===== src/rtl/cell_comm_monitor_pkg.sv =====
// Shared types and constants for the Aurora link statistics monitor.
// Holds the per-link state encoding, the readSelect codes and the
// counter-index constants used by the channel and the top.
package cell_comm_monitor_pkg;

    typedef enum logic [1:0] {
        LINK_DOWN   = 2'd0,
        LINK_IDLE   = 2'd1,
        LINK_ACTIVE = 2'd2,
        LINK_STALE  = 2'd3
    } linkState_e;

    typedef enum logic [1:0] {
        SEL_CRC_FAULTS  = 2'd0,
        SEL_GOOD_FRAMES = 2'd1,
        SEL_LINK_DROPS  = 2'd2,
        SEL_TIMEOUTS    = 2'd3
    } readSel_e;

    // Counter slots; a readSelect code indexes this array directly
    localparam int unsigned CNT_CRC_FAULTS  = 0;
    localparam int unsigned CNT_GOOD_FRAMES = 1;
    localparam int unsigned CNT_LINK_DROPS  = 2;
    localparam int unsigned CNT_TIMEOUTS    = 3;
    localparam int unsigned NUM_COUNTERS    = 4;

endpackage


===== src/rtl/cell_comm_link_monitor_channel.sv =====
// One monitored Aurora link: link state machine, four statistics
// counters with shadow copies, and a sticky fault flag.
// Optional stale-link timer: CELL_COMM_LINK_MONITOR_TIMEOUT_EN.
module cell_comm_link_monitor_channel
    import cell_comm_monitor_pkg::*;
#(
    parameter int unsigned COUNTER_WIDTH  = 32,
    parameter int unsigned SATURATE       = 1,
    parameter int unsigned TIMEOUT_CYCLES = 1000000
) (
    input  logic                                         auUserClk,
    input  logic                                         rstN,
    input  logic                                         channelUp,
    input  logic                                         rxTvalid,
    input  logic                                         rxTlast,
    input  logic                                         rxCRCvalid,
    input  logic                                         rxCRCpass,
    input  logic                                         snapshotStrobe,
    input  logic                                         clearStrobe,
    output logic [1:0]                                   linkState,
    output logic [NUM_COUNTERS-1:0][COUNTER_WIDTH-1:0]   shadowCounters,
    output logic                                         faultFlag
);

    linkState_e                                 stateQ;
    logic [NUM_COUNTERS-1:0][COUNTER_WIDTH-1:0] liveCounters;
    logic [NUM_COUNTERS-1:0]                    cntEvent;
    logic                                       frameEnd;
    logic                                       timeoutHit;

    assign frameEnd  = rxTvalid & rxTlast;
    assign linkState = stateQ;

`ifdef CELL_COMM_LINK_MONITOR_TIMEOUT_EN
    localparam int unsigned TIMER_W = (TIMEOUT_CYCLES > 2) ? $clog2(TIMEOUT_CYCLES) : 1;

    logic [TIMER_W-1:0] idleTimer;
    logic               timing;

    assign timing     = channelUp & ((stateQ == LINK_IDLE) | (stateQ == LINK_ACTIVE));
    assign timeoutHit = timing & ~frameEnd & (idleTimer == TIMER_W'(TIMEOUT_CYCLES - 1));

    // Idle timer: counts IDLE/ACTIVE cycles, restarts on every frame end
    always_ff @(posedge auUserClk or negedge rstN) begin
        if (!rstN) begin
            idleTimer <= '0;
        end else if (!timing || frameEnd || timeoutHit) begin
            idleTimer <= '0;
        end else begin
            idleTimer <= idleTimer + TIMER_W'(1);
        end
    end
`else
    logic unusedTimeoutCfg;
    assign unusedTimeoutCfg = (TIMEOUT_CYCLES == 0);
    assign timeoutHit       = 1'b0;
`endif

    // Per-counter increment requests for this cycle
    always_comb begin
        cntEvent                  = '0;
        cntEvent[CNT_CRC_FAULTS]  = rxCRCvalid & ~rxCRCpass;
        cntEvent[CNT_GOOD_FRAMES] = rxCRCvalid & rxCRCpass;
        cntEvent[CNT_LINK_DROPS]  = ~channelUp & (stateQ != LINK_DOWN);
        cntEvent[CNT_TIMEOUTS]    = timeoutHit;
    end

    // Link state machine; loss of channelUp wins over every other transition
    always_ff @(posedge auUserClk or negedge rstN) begin
        if (!rstN) begin
            stateQ <= LINK_DOWN;
        end else if (!channelUp) begin
            stateQ <= LINK_DOWN;
        end else begin
            case (stateQ)
                LINK_DOWN: stateQ <= LINK_IDLE;
                LINK_IDLE, LINK_ACTIVE: begin
                    if (frameEnd) begin
                        stateQ <= LINK_ACTIVE;
                    end else if (timeoutHit) begin
                        stateQ <= LINK_STALE;
                    end
                end
                LINK_STALE: begin
                    if (frameEnd) begin
                        stateQ <= LINK_ACTIVE;
                    end
                end
                default: stateQ <= LINK_DOWN;
            endcase
        end
    end

    // Live counters; a clear that coincides with an event restarts at 1
    always_ff @(posedge auUserClk or negedge rstN) begin
        if (!rstN) begin
            liveCounters <= '0;
        end else begin
            for (int unsigned i = 0; i < NUM_COUNTERS; i++) begin
                if (clearStrobe) begin
                    liveCounters[i] <= COUNTER_WIDTH'(cntEvent[i]);
                end else if (cntEvent[i]) begin
                    if ((SATURATE != 0) && (liveCounters[i] == '1)) begin
                        liveCounters[i] <= liveCounters[i];
                    end else begin
                        liveCounters[i] <= liveCounters[i] + COUNTER_WIDTH'(1);
                    end
                end
            end
        end
    end

    // Shadow copy takes the pre-update live values, so a coincident clear is not seen
    always_ff @(posedge auUserClk or negedge rstN) begin
        if (!rstN) begin
            shadowCounters <= '0;
        end else if (snapshotStrobe) begin
            shadowCounters <= liveCounters;
        end
    end

    // Sticky fault flag: CRC fault, link drop or timeout; clear yields to a coincident event
    always_ff @(posedge auUserClk or negedge rstN) begin
        if (!rstN) begin
            faultFlag <= 1'b0;
        end else begin
            faultFlag <= (faultFlag & ~clearStrobe) | cntEvent[CNT_CRC_FAULTS]
                       | cntEvent[CNT_LINK_DROPS] | cntEvent[CNT_TIMEOUTS];
        end
    end

endmodule


===== src/rtl/cell_comm_link_monitor.sv =====
// Aurora link statistics monitor: one channel instance per link, shared
// snapshot/clear strobes, registered shadow-register read port and a
// registered any-fault summary. Reset asserts asynchronously and is
// released synchronously to auUserClk.
// Optional stale-link timer: CELL_COMM_LINK_MONITOR_TIMEOUT_EN.
module cell_comm_link_monitor
    import cell_comm_monitor_pkg::*;
#(
    parameter int unsigned CHANNEL_COUNT  = 2,
    parameter int unsigned COUNTER_WIDTH  = 32,
    parameter int unsigned SATURATE       = 1,
    parameter int unsigned TIMEOUT_CYCLES = 1000000
) (
    input  logic                                                  auUserClk,
    input  logic                                                  auUserResetN,
    input  logic [CHANNEL_COUNT-1:0]                              channelUp,
    input  logic [CHANNEL_COUNT-1:0]                              rxTvalid,
    input  logic [CHANNEL_COUNT-1:0]                              rxTlast,
    input  logic [CHANNEL_COUNT-1:0]                              rxCRCvalid,
    input  logic [CHANNEL_COUNT-1:0]                              rxCRCpass,
    input  logic                                                  snapshotStrobe,
    input  logic                                                  clearStrobe,
    input  logic                                                  readStrobe,
    input  logic [((CHANNEL_COUNT > 1) ? $clog2(CHANNEL_COUNT) : 1)-1:0] readChannel,
    input  logic [1:0]                                            readSelect,
    output logic [COUNTER_WIDTH-1:0]                              readData,
    output logic                                                  readValid,
    output logic [2*CHANNEL_COUNT-1:0]                            linkState,
    output logic                                                  anyFault
);

    logic [1:0]                                 rstSync;
    logic                                       rstN;
    logic [NUM_COUNTERS-1:0][COUNTER_WIDTH-1:0] shadowVals [CHANNEL_COUNT];
    logic [CHANNEL_COUNT-1:0]                   faultFlags;
    logic [COUNTER_WIDTH-1:0]                   readMux;

    // Reset synchroniser: immediate assertion, two-flop release
    always_ff @(posedge auUserClk or negedge auUserResetN) begin
        if (!auUserResetN) begin
            rstSync <= '0;
        end else begin
            rstSync <= {rstSync[0], 1'b1};
        end
    end

    assign rstN = rstSync[1];

    for (genvar g = 0; g < CHANNEL_COUNT; g++) begin : gChannel
        cell_comm_link_monitor_channel #(
            .COUNTER_WIDTH  (COUNTER_WIDTH),
            .SATURATE       (SATURATE),
            .TIMEOUT_CYCLES (TIMEOUT_CYCLES)
        ) uChannel (
            .auUserClk      (auUserClk),
            .rstN           (rstN),
            .channelUp      (channelUp[g]),
            .rxTvalid       (rxTvalid[g]),
            .rxTlast        (rxTlast[g]),
            .rxCRCvalid     (rxCRCvalid[g]),
            .rxCRCpass      (rxCRCpass[g]),
            .snapshotStrobe (snapshotStrobe),
            .clearStrobe    (clearStrobe),
            .linkState      (linkState[2*g +: 2]),
            .shadowCounters (shadowVals[g]),
            .faultFlag      (faultFlags[g])
        );
    end

    // Shadow read mux; indices past the last link read as zero
    always_comb begin
        readMux = '0;
        if (32'(readChannel) < CHANNEL_COUNT) begin
            readMux = shadowVals[readChannel][readSelect];
        end
    end

    // Registered read port; readData holds between reads
    always_ff @(posedge auUserClk or negedge rstN) begin
        if (!rstN) begin
            readData  <= '0;
            readValid <= 1'b0;
        end else begin
            readValid <= readStrobe;
            if (readStrobe) begin
                readData <= readMux;
            end
        end
    end

    // Registered summary of all link fault flags
    always_ff @(posedge auUserClk or negedge rstN) begin
        if (!rstN) begin
            anyFault <= 1'b0;
        end else begin
            anyFault <= |faultFlags;
        end
    end

endmodule


===== config.mk =====
export PLATFORM = sky130hd
export DESIGN_NAME = cell_comm_link_monitor
export DESIGN_NICKNAME = d
export VERILOG_FILES = /design/src/rtl/cell_comm_monitor_pkg.sv /design/src/rtl/cell_comm_link_monitor_channel.sv /design/src/rtl/cell_comm_link_monitor.sv
export SDC_FILE = /design/constraint.sdc
export NUM_CORES = 1
export LEC_CHECK = 0
export BUFFER_PORTS_ARGS = -buffer_cell sky130_fd_sc_hd__buf_4
export CAP_MARGIN = 5
export CORE_UTILIZATION = 29
export DETAILED_ROUTE_END_ITERATION = 6
export HOLD_SLACK_MARGIN = 0.03
export MAX_ROUTING_LAYER = met4
export PLACE_DENSITY = 0.46
export SLEW_MARGIN = 20
export SYNTH_ARGS = -nofsm -noshare
export SYNTH_HDL_FRONTEND = slang
export SYNTH_SLANG_ARGS = --single-unit

===== constraint.sdc =====
create_clock -name auUserClk -period 16.5 [get_ports auUserClk]
set_clock_uncertainty 0.05 [all_clocks]
set_input_delay 1.65 -clock auUserClk [delete_from_list [all_inputs] [get_ports auUserClk]]
set_output_delay 1.65 -clock auUserClk [all_outputs]
set_load 0.005 [all_outputs]

==> results.txt, run 1 <==
status: complete, no violations
Mapped Area: 20,600 µm²
crit path kind: reg2async
Synth Instances: 1,850
#FFs+latches synth: 426
# clock sinks: 426
Synth Warn #: 0
DRT iter0 DRCs: 1,066
Initial Util: 29.4%
core area: 70,300 µm²
Hold-fix buffers, CTS: 0
max cap viols: 0
Cell Pwr Density: 98.2 nW/µm²
final setup TNS: 0 ps
Max-slew headroom: 30.8%
WL per Instance: 21.8 µm
Seq/Total Area, Yosys: 51.6%
DR DRC count: 0
post-route ant nets: 0
Total GRT Usage: 18.1%
fin area: 23,700 µm²
post-synthesis net count: 1,874
Vias: 15,300
Synth area leaders: dfrtp_1 52%, mux2_2 13%, a21oi_1 3.7%
antenna violations before repair: 6
PnR Total Power: 2.33 mW
placed inst area: 22,000 µm²
most used flip-flop cell after synthesis: dfrtp_1
vias in the first global route: 14,900
# fillers: 7,054
Synth top area share: 51.6%
port bufs: 55
fin crit period: 3740 ps
Final Max Slew Viols: 0
area leader, netlist: dfrtp_1
RSZ-0062 raised after global routing: no
Total Routed Length: 62.3 mm
# H-tree levels: 2
Die Y: 269 µm
grt ovf: 0
CP required: 17,010 ps
largest vdd supply drop: 0.0672 mV
critical path launch point type: flop
Synth async-reset ratio: 100%
footprint of the multi-input gates: 9500 µm²
CP arrival: 4260 ps
CTS root buf: clkbuf_16
final hold vios: 0
Worst Tran Pin Value: 1030 ps
Netlist cell types: 66
Post-DP HPWL: 43.1 mm
fin nets: 1,901
P&R area growth vs syn: 15.0%
critical-path maximum fanout: 164
CTS tree: done
first-pass GRT wire length: 96.0 mm
share of layout cells above drive strength 1: 24.5%
P_leak: 9.89 nW
Seq. cell area: 10,700 µm²
cts bufs inserted: 51
Via density: 5.36
IO Pins: 56
CTS resizes: 0
# setup viols final: 0
Avg Cell Area, Syn: 11.2 µm²
number of flops mapped to enable cells by yosys: 0
GPL Wtd Cong: 0.850
crit share post-route: 22.7%
row cnt: 97
die area: 72,200 µm²
worst min path class: reg2reg
Clock Path Buffers: 3
Post CTS Setup Buffer Count: 0
Peak Freq: 267 MHz
largest net degree at the start of global routing: 165
clk slew on worst S/H paths: 60 ps
drt pass-1 iters: 5
clk_lat worst skew: 590 ps
Setup crit end kind: asynchronous set/reset pin
chip width: 269 µm
[where the power goes]
group	switching (mW)	total (mW)	internal (mW)	leakage (nW)
Sequential	0.0206	1.08	1.06	5.86
Clock	0.450	1.13	0.682	0.843
Combinational	0.0752	0.115	0.0402	3.19
Total	0.546	2.33	1.78	9.89
[cell families (layout without fill, tap and decap cells)]
group                    after synthesis  after routing  synth area share, %
buffers and inverters                128            194                 2.47
flip-flops                           426            426                 51.6
AND/OR/NAND/NOR                      598            598                 15.9
multiplexers                         278            278                 16.9
XOR/XNOR                              27             27                 1.15
other                                  1              4               0.0182
adder cells (fa/ha/maj)                6              6                0.364
AO/OA/AOI/OAI                        386            386                 11.5
[placed cells by master (no fill, tap or decap), types with 4 or more instances in the layout]
cell | synthesis | layout
dfrtp_1 | 426 | 425
mux2_2 | 243 | 243
a21oi_1 | 151 | 151
nor2_1 | 111 | 110
nand2_1 | 94 | 94
o21ai_0 | 81 | 81
or3_1 | 81 | 81
buf_4 | 2 | 73
nand3_1 | 72 | 72
nand4_1 | 54 | 54
clkbuf_16 | 0 | 53
or4_1 | 41 | 41
o31ai_1 | 39 | 38
mux4_2 | 32 | 32
a22oi_1 | 32 | 32
nor4_1 | 30 | 28
inv_1 | 25 | 25
nor3_1 | 21 | 21
and3_1 | 19 | 19
o21a_1 | 19 | 19
nor2b_1 | 18 | 18
and4_1 | 18 | 18
xnor2_1 | 18 | 18
clkbuf_8 | 0 | 16
clkbuf_1 | 85 | 12
or2_2 | 11 | 11
o31a_1 | 10 | 10
o211ai_1 | 10 | 10
clkinv_2 | 0 | 10
xor2_1 | 9 | 9
o311ai_0 | 8 | 8
a311oi_1 | 7 | 7
and2_1 | 6 | 6
ha_1 | 6 | 6
a31oi_1 | 5 | 5
o2111ai_1 | 4 | 4
o41ai_1 | 4 | 4
[metrics by stage]
| step | std cells | hold slack [ps] | util [%] | setup slack (ps) |
|---|---|---|---|---|
| floorplan | 1850 | 281 | - | 3700 |
| global placement | 2764 | 288 | 31.3 | 12390 |
| detailed placement | 2764 | 287 | 31.3 | 12380 |
| CTS | 2856 | 301 | 33.8 | 12570 |
| global route | 2858 | 308 | 33.8 | 12180 |
| finish | 2859 | 299 | 33.8 | 12760 |
[synth_stat cells, drive strengths merged, types with 39 or more instances]
library cell	n
dfrtp	426
nand3	72
mux2	243
or4	44
o31ai	39
nand2	94
or3	82
nand4	55
o21ai	81
clkbuf	85
a21oi	151
nor2	111
[path summary, 6_finish.rpt]
path                              start                                 endpoint  slack [ps]  cells after the start
max                          rstSync[1]  gChannel[0].uChannel.shadowCounters[72]       12760                      3
min                          rstSync[0]                               rstSync[1]         300                      0
max reg2reg                  rstSync[1]  gChannel[0].uChannel.shadowCounters[72]       12760                      3
min reg2reg                  rstSync[0]                               rstSync[1]         300                      0
max in group auUserClk     rxCRCpass[0]    gChannel[0].uChannel.liveCounters[30]       12980                      6
min in group asynchronous    rstSync[1]    gChannel[0].uChannel.liveCounters[58]         350                      0
[final cells by class]
cell class,instances,area share [%]
Antenna cell,3,0.0316
Clock buffer,80,6.65
Clock inverter,12,0.464
Sequential cell,426,44.9
Inverter,25,0.395
Multi-Input combinational cell,1296,40.0
Tap cell,940,4.96
Timing Repair Buffer,77,2.55
[sequential cells by signal (all words and copies together) (netlist names)]
signal,flops
anyFault,1
gChannel.uChannel.faultFlag,2
gChannel.uChannel.linkState,4
gChannel.uChannel.liveCounters,192
gChannel.uChannel.shadowCounters,192
readData,32
readValid,1
rstSync,2
[critical path: stages (launching register included)]
cell     delay [ps]
dfrtp_4         900
buf_12          660
buf_4           820
buf_4           900
[layer usage]
layer	vias up	track usage (%)	wire length, µm
li1	7056	-	-
met1	7832	24.6	28600
met2	348	27.0	28600
met3	89	3.37	3310
met4	0	6.05	1780
met5	-	-	0
Power figures use the tool's default switching activity.
==> inputs of run 2 (changes only) <==
Clock period 16.5 ns to 3.9 ns, I/O delays scaled along.
==> run 2 against run 1 <==
  * Sequential share of layout area is 0.24 points lower
  * Utilization is 0.18 points higher
  * Sequential power grew to 4.2 times the previous value
  * Register-to-register slack worse by 12000 ps
  * Wire length is 3.7% lower
  * First-iteration DRC count is 7.9% lower
  * Clock-buffer cell count is 2 higher
  * Clock power grew to 4.2 times the previous value
  * Critical endpoint is now gChannel[1].uChannel.liveCounters[80]
==> results.txt, run 2 (synthesis gave the netlist of run 1 again) <==
WL per Instance: 20.9 µm (-3.9%)
Max-slew headroom: 28.2% (-2.6 points)
GPL Wtd Cong: 0.794 (-6.6%)
Post-Place Cells: 2,772 (+0.29%)
# fillers: 7,042 (-0.17%)
Core Util, Final: 33.9% (+0.18 points)
Worst Tran Pin Value: 1070 ps (+38.4 ps)
CTS root buf: clkbuf_16
vias in the first global route: 15,000 (+0.78%)
fin nets: 1,911 (+0.53%)
clk_lat worst skew: 590 ps (about the same)
Final Instance Count excl. Fillers: 2,865 (+0.21%)
P&R area growth vs syn: 15.6%
final hold vios: 0 (unchanged)
DRT iter0 DRCs: 982 (-7.9%)
max cap viols: 0 (unchanged)
Post CTS Setup Buffer Count: 0 (unchanged)
Reg2Reg Depth: 5 (+2)
post-route ant nets: 0 (unchanged)
most frequent cells in the layout: 425 x dfrtp_1, 243 x mux2_2, 151 x a21oi_1, 110 x nor2_1, 94 x nand2_1
chip width: 269 µm (unchanged)
Post-DP HPWL: 41.1 mm (-4.7%)
Worst Setup SP: gChannel[1].uChannel.liveCounters[72]
cts bufs inserted: 50 (-2.0%)
largest net degree at the start of global routing: 135 (-18%)
Initial Util: 29.4% (unchanged)
DR DRC count: 0 (unchanged)
Clock Path Buffers: 3 (unchanged)
die area: 72,200 µm² (unchanged)
largest vdd supply drop: 0.304 mV (+350%)
first-pass GRT wire length: 93.1 mm (-3.1%)
crit share post-route: 70.1% (+47 points)
drt pass-1 iters: 5 (unchanged)
RSZ-0062 raised after global routing: no
CTS tree: done
Total GRT Usage: 17.3% (-0.77 points)
Peak Freq: 366 MHz (+37%)
critical-path maximum fanout: 9 (-95%)
reg-to-reg critical path startpoint: gChannel[1].uChannel.liveCounters[72]
Setup crit end kind: flop
WHS: 76.0 ps (-223 ps)
PnR Total Power: 9.80 mW (+320%)
clk slew on worst S/H paths: 60 ps (about the same)
Largest regs: gChannel.uChannel.liveCounters (192), gChannel.uChannel.shadowCounters (192), readData (32)
final setup TNS: 0 ps (unchanged)
status: complete, no violations
Via density: 5.30 (-1.1%)
grt ovf: 0 (unchanged)
core area: 70,300 µm² (unchanged)
fin crit period: 2730 ps (-1010 ps)
row cnt: 97 (unchanged)
CP arrival: 3190 ps (-1070 ps)
capturing point of the worst reg2reg path: gChannel[1].uChannel.liveCounters[80]
reg-to-reg slack, setup: 1170 ps (-11,590 ps)
Vias: 15,200 (-0.89%)
Die Y: 269 µm (unchanged)
worst min path class: in2async
CP required: 4360 ps (-12,650 ps)
IO Pins: 56 (unchanged)
# clock sinks: 426 (unchanged)
commonest non-fill, non-tap cell in the layout: dfrtp_1
port bufs: 55 (unchanged)
antenna violations before repair: 0 (-6)
# setup viols final: 0 (unchanged)
Cell Pwr Density: 411 nW/µm² (+320%)
crit path kind: reg2reg
share of layout cells above drive strength 1: 24.5% (about the same)
P_leak: 9.94 nW (+0.53%)
# H-tree levels: 2 (unchanged)
critical path launch point type: flop
Final Max Slew Viols: 0 (unchanged)
Total Routed Length: 60.0 mm (-3.7%)
==> run 2: changes by cell type in the layout (fill, tap and decap cells not counted), sizes merged <==
cell,change
clkinv,-6
buf,+8
dlygate4sd3,+3
clkbuf,+2
inv,+1
diode,-2
==> run 2: cell type report <==
class	count	area, µm²	share of cell area [%]
antenna	1	2.50	0.0105
clock buffer	82	1570	6.56
clock inverter	7	88.8	0.372
timing repair buffer	88	766	3.21
multi-input combinational	1296	9500	39.8
inverter	25	93.8	0.393
sequential	426	10700	44.7
tap	940	1180	4.93
==> run 2: routing by layer <==
metal	wire [µm]	track usage (%)	up-vias
li1	-	-	7069
met1	28600	23.6	7765
met2	27900	26.9	277
met3	2030	2.13	77
met4	1420	5.10	0
met5	0	-	-
==> run 2: report_power, final <==
group          internal, mW  total, mW  switching, mW
clock                  2.85       4.74           1.89
combinational         0.181      0.503          0.322
sequential             4.49       4.55         0.0662
total                  7.52       9.80           2.28
==> run 2: worst max path at each step <==
stage	to	slack, ps	depth (start not counted)
after floorplan	anyFault	-330	0
after global placement	gChannel[0].uChannel.liveCounters[30]	1110	6
after detailed placement	gChannel[0].uChannel.liveCounters[30]	1040	6
after CTS	gChannel[1].uChannel.liveCounters[80]	1180	5
after global routing	gChannel[1].uChannel.liveCounters[80]	940	5
final	gChannel[1].uChannel.liveCounters[80]	1170	5
==> run 2: through the flow <==
stage / setup slack [ps] / cell area, µm²
final: 1170 / 23900
after global routing: 940 / 23900
after CTS: 1180 / 23800
after detailed placement: 1040 / 22200
after global placement: 1110 / 22200
after floorplan: -326 / 20600
==> run 2: worst max-delay path, cell delays in order (launching register included) <==
cell     delay [ps]
dfrtp_1         450
nand4_1         340
or3_1           520
o31ai_1         920
o21ai_0         210
a21oi_1         160
==> run 2: repair_timing <==
action,CTS,global route
endpoints found under the hold margin,6,0
resized for setup,0,0
hold buffers,3,0
==> inputs of run 3 (changes only) <==
Clock period 3.9 ns to 2.6 ns, I/O delays scaled along.
==> run 3 against run 2 <==
  * Cell area is 3.9% higher
  * Die area stayed put
  * Flip-flop and latch count stayed put
  * Power is 55% higher
  * Via count is 2.2% higher
  * Critical endpoint is now gChannel[1].uChannel.liveCounters[1]
  * Highest routed layer unchanged
==> results.txt, run 3 (synthesis gave the netlist of run 1 again) <==
DR DRC count: 0 (unchanged)
clk slew on worst S/H paths: 70 ps (about the same)
P_leak: 10.5 nW (+5.3%)
largest vdd supply drop: 0.510 mV (+68%)
GPL Wtd Cong: 0.844 (+6.3%)
# clock sinks: 426 (unchanged)
CP required: 3000 ps (-1360 ps)
die area: 72,200 µm² (unchanged)
metal2 WL: 28.1 mm (+0.61%)
clk_lat worst skew: 600 ps (about the same)
Peak Freq: 403 MHz (+10%)
largest net degree at the start of global routing: 66 (-51%)
# setup viols final: 0 (unchanged)
antenna violations before repair: 2 (+2)
Clock Path Buffers: 3 (unchanged)
CTS root buf: clkbuf_16
RSZ-0062 raised after global routing: no
Total GRT Usage: 17.7% (+0.37 points)
Die Y: 269 µm (unchanged)
Hold Path Origin: readStrobe
port bufs: 55 (unchanged)
share of layout cells above drive strength 1: 27.5% (+3.0 points)
Total Routed Length: 60.8 mm (+1.5%)
fin worst setup slack: 117 ps (-1050 ps)
Max-slew headroom: 32.5% (+4.3 points)
row cnt: 97 (unchanged)
Vias: 15,500 (+2.2%)
placed inst area: 22,900 µm² (+3.3%)
crit share post-route: 95.5% (+25 points)
# H-tree levels: 2 (unchanged)
uppermost layer routed: met4
ANT cells: 0 (-1)
worst min path class: in2reg
IO Pins: 56 (unchanged)
cts bufs inserted: 50 (unchanged)
Initial Util: 29.4% (unchanged)
DR WL met3: 2.07 mm (+1.9%)
drt pass-1 iters: 7 (+2)
fin area: 24,800 µm² (+3.9%)
Post CTS Setup Buffer Count: 0 (unchanged)
Worst Setup SP: gChannel[1].uChannel.liveCounters[11]
Via density: 5.27 (-0.59%)
M1 WL: 29.0 mm (+1.5%)
P&R area growth vs syn: 20.1%
most frequent cells in the layout: 425 x dfrtp_1, 243 x mux2_2, 151 x a21oi_1, 135 x buf_4, 110 x nor2_1
WL per Instance: 20.7 µm (-1.3%)
CP arrival: 2890 ps (-300 ps)
critical-path maximum fanout: 9 (unchanged)
post-route ant nets: 0 (unchanged)
status: complete, no violations
crit path kind: reg2reg
chip width: 269 µm (unchanged)
Setup crit end kind: flop
Final Max Slew Viols: 0 (unchanged)
first-pass GRT wire length: 94.6 mm (+1.6%)
Largest regs: gChannel.uChannel.liveCounters (192), gChannel.uChannel.shadowCounters (192), readData (32)
grt ovf: 0 (unchanged)
core area: 70,300 µm² (unchanged)
dpl ws: 78.0 ps (-965 ps)
Cell Pwr Density: 614 nW/µm² (+50%)
Post-DP HPWL: 43.3 mm (+5.4%)
fin crit period: 2480 ps (-250 ps)
vias in the first global route: 15,200 (+1.7%)
reg-to-reg critical path startpoint: gChannel[1].uChannel.liveCounters[11]
max cap viols: 0 (unchanged)
Worst Tran Pin Value: 1000 ps (-63.9 ps)
critical path launch point type: flop
fin nets: 1,992 (+4.2%)
final hold vios: 0 (unchanged)
CTS tree: done
DRT iter0 DRCs: 910 (-7.3%)
commonest non-fill, non-tap cell in the layout: dfrtp_1
[run 3: layout make-up]
cell class / count / area [µm²]
fillers: 6973 / 45500
flip-flops and latches: 426 / 10700
multi-input cells: 1296 / 9490
clock buffers: 78 / 1600
repair buffers: 169 / 1570
well taps: 940 / 1180
clock inverters: 12 / 194
inverters: 25 / 93.8
[run 3: timing repair]
item	in CTS	in global routing
endpoints found under the setup margin	0	2
hold buffers	11	0
gates resized for setup	0	1
endpoints found under the hold margin	7	0
[run 3: path summary, 6_finish.rpt]
path                                                      endpoint  slack, ps  depth (start not counted)
max in group asynchronous                             readData[25]       1460                          2
hold / removal                                           readValid         60                          1
setup / recovery              gChannel[1].uChannel.liveCounters[1]        120                          7
setup reg to reg              gChannel[1].uChannel.liveCounters[1]        120                          7
min in group asynchronous  gChannel[1].uChannel.shadowCounters[32]        260                          0
hold reg to reg            gChannel[1].uChannel.shadowCounters[32]        260                          0
[run 3: power by group]
group          internal, mW  switching (mW)  total, mW
clock                  4.70            2.86       7.56
combinational         0.340           0.516      0.855
sequential             6.73          0.0823       6.81
total                  11.8            3.46       15.2
[run 3: layer usage]
layer | up-vias | GRT usage (%)
li1 | 7231 | -
met1 | 7907 | 24.2
met2 | 296 | 27.4
met3 | 91 | 2.01
met4 | 0 | 5.51
met5 | - | -
[run 3: metrics by stage]
step / power, mW / instances / hold slack (ps) / util, % / setup TNS, ps
finish: 15.2 / 2946 / 58.3 / 35.3 / 0
global placement: 7.78 / 2845 / -5.23 / 32.6 / 0
CTS: 15.5 / 2946 / 30.8 / 35.3 / 0
detailed placement: 7.80 / 2845 / -5.78 / 32.6 / 0
global route: 15.8 / 2946 / 65.1 / 35.3 / 0
floorplan: 7.39 / 1850 / -85.6 / - / -689250
[run 3: worst max-delay path: stages, from the launching register on]
cell     delay, ps
dfrtp_1        440
nand4_1        210
or4_4          570
buf_4          190
o31ai_1        440
buf_4          210
mux2i_1        180
nor2_1          50
